--- src/rtl/imem_fetch_pkg.sv ---
// Core-wide fetch definitions: state encoding, reset PC, instruction width, NOP.
package imem_fetch_pkg;

    localparam int unsigned INSTR_W          = 32;
    localparam logic [31:0] RESET_PC_DEFAULT = 32'h0000_0000;
    // Decode substitutes this on bubbles; fetch itself never emits it.
    localparam logic [INSTR_W-1:0] NOP_INSTR = 32'h0000_0013;

    localparam logic [1:0] ST_RUN    = 2'd0;
    localparam logic [1:0] ST_HALTED = 2'd1;
    localparam logic [1:0] ST_FAULT  = 2'd2;

    function automatic logic [31:0] align_word(input logic [31:0] byte_addr);
        return byte_addr & 32'hFFFF_FFFC;
    endfunction

endpackage

--- src/rtl/imem_fetch_pc.sv ---
// Program counter register: redirect has priority over the +4 advance; targets are word aligned.
module imem_fetch_pc
    import imem_fetch_pkg::*;
#(
    parameter logic [31:0] RESET_PC = RESET_PC_DEFAULT
) (
    input  logic        clk,
    input  logic        rst_n,
    input  logic        redirect_en,
    input  logic [31:0] redirect_pc,
    input  logic        advance,
    output logic [31:0] pc
);

    logic [31:0] pc_d;
    logic [31:0] pc_q;

    always_comb begin
        // NOTE: default assignment first so no path leaves pc_d unassigned (no latch).
        pc_d = pc_q;
        if (redirect_en) begin
            pc_d = align_word(redirect_pc);
        end else if (advance) begin
            pc_d = pc_q + 32'd4;
        end
    end

    // NOTE: state flops use non-blocking assignments; reset is sampled on the clock edge.
    always_ff @(posedge clk) begin
        if (!rst_n) begin
            pc_q <= RESET_PC;
        end else begin
            pc_q <= pc_d;
        end
    end

    assign pc = pc_q;

endmodule

--- src/rtl/imem_fetch_ctrl.sv ---
// Instruction fetch controller: PC sequencing, output register with valid/ready, redirect and halt.
// Optional range check on fetch addresses enabled by defining IMEM_FETCH_BOUND_CHECK_EN.
module imem_fetch_ctrl
    import imem_fetch_pkg::*;
#(
    parameter logic [31:0] RESET_PC    = RESET_PC_DEFAULT,
    parameter int unsigned DEPTH_WORDS = 64
) (
    input  logic               clk,
    input  logic               rst_n,
    output logic [31:0]        imem_addr,
    input  logic [31:0]        imem_rdata,
    input  logic               redirect_valid,
    input  logic [31:0]        redirect_pc,
    output logic               if_valid,
    input  logic               if_ready,
    output logic [INSTR_W-1:0] if_instr,
    output logic [31:0]        if_pc,
    input  logic               halt_req,
    output logic               halted,
    output logic               fault
);

    logic [1:0]         state_d,    state_q;
    logic               if_valid_d, if_valid_q;
    logic [INSTR_W-1:0] if_instr_d, if_instr_q;
    logic [31:0]        if_pc_d,    if_pc_q;
    logic [31:0]        pc;
    logic               pc_redirect;
    logic               pc_advance;
    logic               load;

`ifdef IMEM_FETCH_BOUND_CHECK_EN
    logic out_of_range;
    assign out_of_range = ({2'b00, pc[31:2]} >= DEPTH_WORDS);
`else
    // Depth only matters when the range check is built in.
    logic unused_depth;
    assign unused_depth = (DEPTH_WORDS == 0);
`endif

    imem_fetch_pc #(
        .RESET_PC (RESET_PC)
    ) u_pc (
        .clk         (clk),
        .rst_n       (rst_n),
        .redirect_en (pc_redirect),
        .redirect_pc (redirect_pc),
        .advance     (pc_advance),
        .pc          (pc)
    );

    assign load = (state_q == ST_RUN) && !halt_req && (!if_valid_q || if_ready);

    always_comb begin
        state_d     = state_q;
        if_valid_d  = if_valid_q;
        if_instr_d  = if_instr_q;
        if_pc_d     = if_pc_q;
        pc_redirect = 1'b0;
        pc_advance  = 1'b0;
        case (state_q)
            ST_RUN: begin
                if (redirect_valid) begin
                    pc_redirect = 1'b1;
                    if_valid_d  = 1'b0;
                end else if (halt_req) begin
                    if (if_valid_q && if_ready) begin
                        if_valid_d = 1'b0;
                    end
                end else if (load) begin
`ifdef IMEM_FETCH_BOUND_CHECK_EN
                    if (out_of_range) begin
                        state_d    = ST_FAULT;
                        if_valid_d = 1'b0;
                    end else
`endif
                    begin
                        if_instr_d = imem_rdata;
                        if_pc_d    = pc;
                        if_valid_d = 1'b1;
                        pc_advance = 1'b1;
                    end
                end
                // Halt completes on the edge that leaves the output stage empty.
                if (halt_req && !if_valid_d) begin
                    state_d = ST_HALTED;
                end
            end
            ST_HALTED: begin
                pc_redirect = redirect_valid;
                if (!halt_req) begin
                    state_d = ST_RUN;
                end
            end
`ifdef IMEM_FETCH_BOUND_CHECK_EN
            ST_FAULT: begin
                state_d = ST_FAULT;
            end
`endif
            default: begin
                state_d    = ST_RUN;
                if_valid_d = 1'b0;
            end
        endcase
    end

    always_ff @(posedge clk) begin
        if (!rst_n) begin
            state_q    <= ST_RUN;
            if_valid_q <= 1'b0;
            if_instr_q <= '0;
            if_pc_q    <= '0;
        end else begin
            state_q    <= state_d;
            if_valid_q <= if_valid_d;
            if_instr_q <= if_instr_d;
            if_pc_q    <= if_pc_d;
        end
    end

    assign imem_addr = {2'b00, pc[31:2]};
    assign if_valid  = if_valid_q;
    assign if_instr  = if_instr_q;
    assign if_pc     = if_pc_q;
    assign halted    = (state_q == ST_HALTED);
`ifdef IMEM_FETCH_BOUND_CHECK_EN
    assign fault     = (state_q == ST_FAULT);
`else
    assign fault     = 1'b0;
`endif

endmodule

--- config.mk ---
export PLATFORM = sky130hd
export DESIGN_NAME = imem_fetch_ctrl
export DESIGN_NICKNAME = d
export VERILOG_FILES = /design/src/rtl/imem_fetch_pkg.sv /design/src/rtl/imem_fetch_pc.sv /design/src/rtl/imem_fetch_ctrl.sv
export SDC_FILE = /design/constraint.sdc
export NUM_CORES = 1
export LEC_CHECK = 0
export CORE_MARGIN = 2
export CORE_UTILIZATION = 33
export DETAILED_ROUTE_END_ITERATION = 6
export PLACE_DENSITY = 0.7
export SYNTH_ARGS = -nofsm -noshare
export SYNTH_HDL_FRONTEND = slang
export SYNTH_HIERARCHICAL = 1
export SYNTH_SLANG_ARGS = --single-unit
--- constraint.sdc ---
create_clock -name clk -period 3.2 [get_ports clk]
set_clock_uncertainty 0.05 [all_clocks]
set_input_delay 0.96 -clock clk [delete_from_list [all_inputs] [get_ports clk]]
set_output_delay 0.96 -clock clk [all_outputs]
set_load 0.01 [all_outputs]
==> impl_metrics.env <==
export IMPL_grt_max_degree=116
export IMPL_track_usage=0.177
export IMPL_drc=0
export IMPL_yosysTopAreaCellShare=0.416
export IMPL_start_kind="input port"
export IMPL_routed_wl_mm=12.8
export IMPL_grt_pass1_vias=4247
export IMPL_dieWidth_um=122
export IMPL_drt_pass1_iterations=5
export IMPL_crit_arrival_ns=3.02
export IMPL_postCtsSetupBuffers=0
export IMPL_crit_type="input port to flip-flop"
export IMPL_period_needed_ns=2.80
export IMPL_viasPerCell=4.96
export IMPL_setup_violations=0
export IMPL_r2r_end="u_pc/pc[23]$_SDFFE_PN0P_"
export IMPL_post_cts_resized=0
export IMPL_final_hold_violation_count=0
export IMPL_syn_inst=540
export IMPL_yosys_warnings=6
export IMPL_grt_antenna_before_repair=0
export IMPL_required_ns=3.43
export IMPL_power_density_nw_per_um2=438
export IMPL_placed_cell_area_um2=6340
export IMPL_setup_tns_final_ns=0
export IMPL_timing_rr_start="u_pc/pc[8]$_SDFFE_PN0P_"
export IMPL_maxCapViolations=0
export IMPL_ys_async_sr_fraction=0
export IMPL_core_area_um2=13800
export IMPL_finalMaxSlewViolations=0
export IMPL_rows=43
export IMPL_die_h_um=122
export IMPL_critPathMaxFanout=5
export IMPL_whs_endpoint="if_instr[12]$_SDFFE_PN0P_"
export IMPL_fin_area_um2=6650
export IMPL_numCtsBuffers=9
export IMPL_regArea_um2=1920
export IMPL_n_antenna_cell=0
export IMPL_rsz0062_at_grt="false"
export IMPL_synth_distinct_cells=54
export IMPL_clk_latency_ns=0.35
export IMPL_r2r_cells=4
export IMPL_wl_per_cell_um=14.7
export IMPL_ys_flop_type="dfxtp_1"
export IMPL_ys_ff_latch=96
export IMPL_drive_gt1_frac=0.0649
export IMPL_yosys_top_cells_area="dfxtp_1 42%, mux2i_1 14%, nand2_1 13%, o21ai_0 2.6%, clkbuf_1 2.4%"
export IMPL_slew_headroom=0.497
export IMPL_final_nets=760
export IMPL_fin_crit_sh=0.875
export IMPL_cts_max_level=3
export IMPL_multiInputGateArea_um2=2410
export IMPL_drtIter0Drc=277
export IMPL_max_freq_mhz=357
export IMPL_dpl_hpwl_mm=9.20
export IMPL_route_vias_total=4328
export IMPL_tightest_slew_ns=0.748
export IMPL_irDropWorstVdd_uv=208
export IMPL_grt_overflow_total=0
export IMPL_critPathCaptureType="flip-flop"
export IMPL_yosys_area_top_type="dfxtp_1"
export IMPL_clock_sinks=96
export IMPL_cts_buffer_depth=2
export IMPL_die_area_um2=15000
export IMPL_initial_utilization=0.336
export IMPL_hold_buffers=0
export IMPL_hold_path_depth=2
export IMPL_clkTransAtPathRegs_ns=0.06
export IMPL_leakage_nw=2.43
export IMPL_total_power_w=0.00291
export IMPL_io_buffers=162
export IMPL_hp_start="if_instr[12]$_SDFFE_PN0P_"
export IMPL_syn_area_um2=4620
export IMPL_ios=168
export IMPL_n_fill_cell=1335
export IMPL_synth_edf_count=0
export IMPL_ys_seq_area_frac=0.416
export IMPL_cts_tree="yes"
export IMPL_syn_area_per_cell_um2=8.56
export IMPL_status="finished clean"
export IMPL_postLayoutCoreUtil=0.482
export IMPL_detail_route_antenna_nets=0
export IMPL_hp_class="flip-flop to flip-flop"
export IMPL_cts_root_buf="clkbuf_16"
export IMPL_grt_pass1_wl_mm=21.0
export IMPL_area_growth_pct=43.7
export IMPL_gp_congestion=0.812
export IMPL_reg2reg_slack_ns=0.88
==> cells in the mapped netlist (5+ instances only) <==
library cell and count:
o21ai_0 24, a21oi_1 8, nand2_1 156, a211oi_1 5, o211a_1 7, xnor2_1 7, nand4_1 15, buf_12 5
buf_4 6, and3_1 8, nor4_1 9, clkbuf_1 29, a31oi_1 6, nand3_1 16, nor2_1 12, mux2i_1 65
dfxtp_1 96
==> layer usage <==
metal / up-vias / GRT usage / wire, um / part of all wire
li1: 2174 / - / - / -
met1: 2000 / 0.220 / 5590 / 0.44
met2: 135 / 0.288 / 6030 / 0.47
met3: 19 / 0.0544 / 905 / 0.071
met4: 0 / 0.0675 / 275 / 0.021
met5: - / 0 / 0 / 0
==> final cells by class <==
type                    count  area share
clock buffers              10      0.0360
clock inverters             4      0.0105
inverters                   4     0.00226
multi-input cells         400       0.363
flip-flops and latches     96       0.289
well taps                 180      0.0339
repair buffers            179       0.265
==> cells by family after synthesis <==
kind of cell / Yosys count / share of synthesized area
adders and majority gates: 1 / 0.00271
other: 2 / 0.00162
and+or+nand+nor: 250 / 0.255
buffers and inverters: 47 / 0.0647
DFF: 96 / 0.416
AOI/OAI and AO/OA: 68 / 0.0988
muxes: 65 / 0.141
xor gates and xnor gates: 11 / 0.0208
==> per-stage QoR <==
| stage | setup WS (ns) | hold WS, ns | instances |
|---|---|---|---|
| after floorplan | 0.286 | 0.429 | 543 |
| after global placement | 0.103 | 0.392 | 859 |
| after detailed placement | 0.0189 | 0.398 | 859 |
| after CTS | 0.387 | 0.408 | 873 |
| after global routing | 0.296 | 0.426 | 873 |
| final | 0.401 | 0.406 | 873 |
==> cells in the final DEF, fill, tap and decap left out, types with 5 or more instances in the layout <==
master	Yosys	layout
clkdlybuf4s50_1	0	161
nand2_1	156	156
dfxtp_1	96	96
mux2i_1	65	65
o21ai_0	24	24
buf_4	6	17
nand3_1	16	16
nand4_1	15	15
nor2_1	12	12
clkbuf_16	0	9
nor4_1	9	9
a21oi_1	8	8
and3_1	8	8
xnor2_1	7	7
o211a_1	7	7
a31oi_1	6	6
conb_1	2	5
a211oi_1	5	5
==> state kept, by name, indices dropped and copies added (netlist names) <==
| signal | count |
|---|---|
| u_pc/pc | 30 |
| if_valid | 1 |
| state_q | 1 |
| if_pc | 32 |
| if_instr | 32 |
==> where the power goes <==
group,switching [W],internal [W]
combinational,0.000184,0.000248
sequential,0.0000712,0.00125
clock,0.000456,0.000695
==> worst max path at each step <==
stage	start	endpoint	slack [ns]	cells past startpoint
after floorplan	halt_req	u_pc/pc[16]$_SDFFE_PN0P_	0.29	7
after global placement	halt_req	u_pc/pc[25]$_SDFFE_PN0P_	0.10	7
after detailed placement	halt_req	u_pc/pc[25]$_SDFFE_PN0P_	0.02	7
after CTS	halt_req	u_pc/pc[25]$_SDFFE_PN0P_	0.39	7
after global routing	halt_req	u_pc/pc[25]$_SDFFE_PN0P_	0.30	7
final	halt_req	u_pc/pc[25]$_SDFFE_PN0P_	0.40	7
==> worst max-delay path, stage by stage <==
cell and delay [ns]:
clkdlybuf4s50_1 0.43, or3_4 0.39, nor2_4 0.16, and3_1 0.21
nand3_1 0.16, or4b_1 0.53, a31oi_1 0.18
Power figures use the tool's default switching activity.
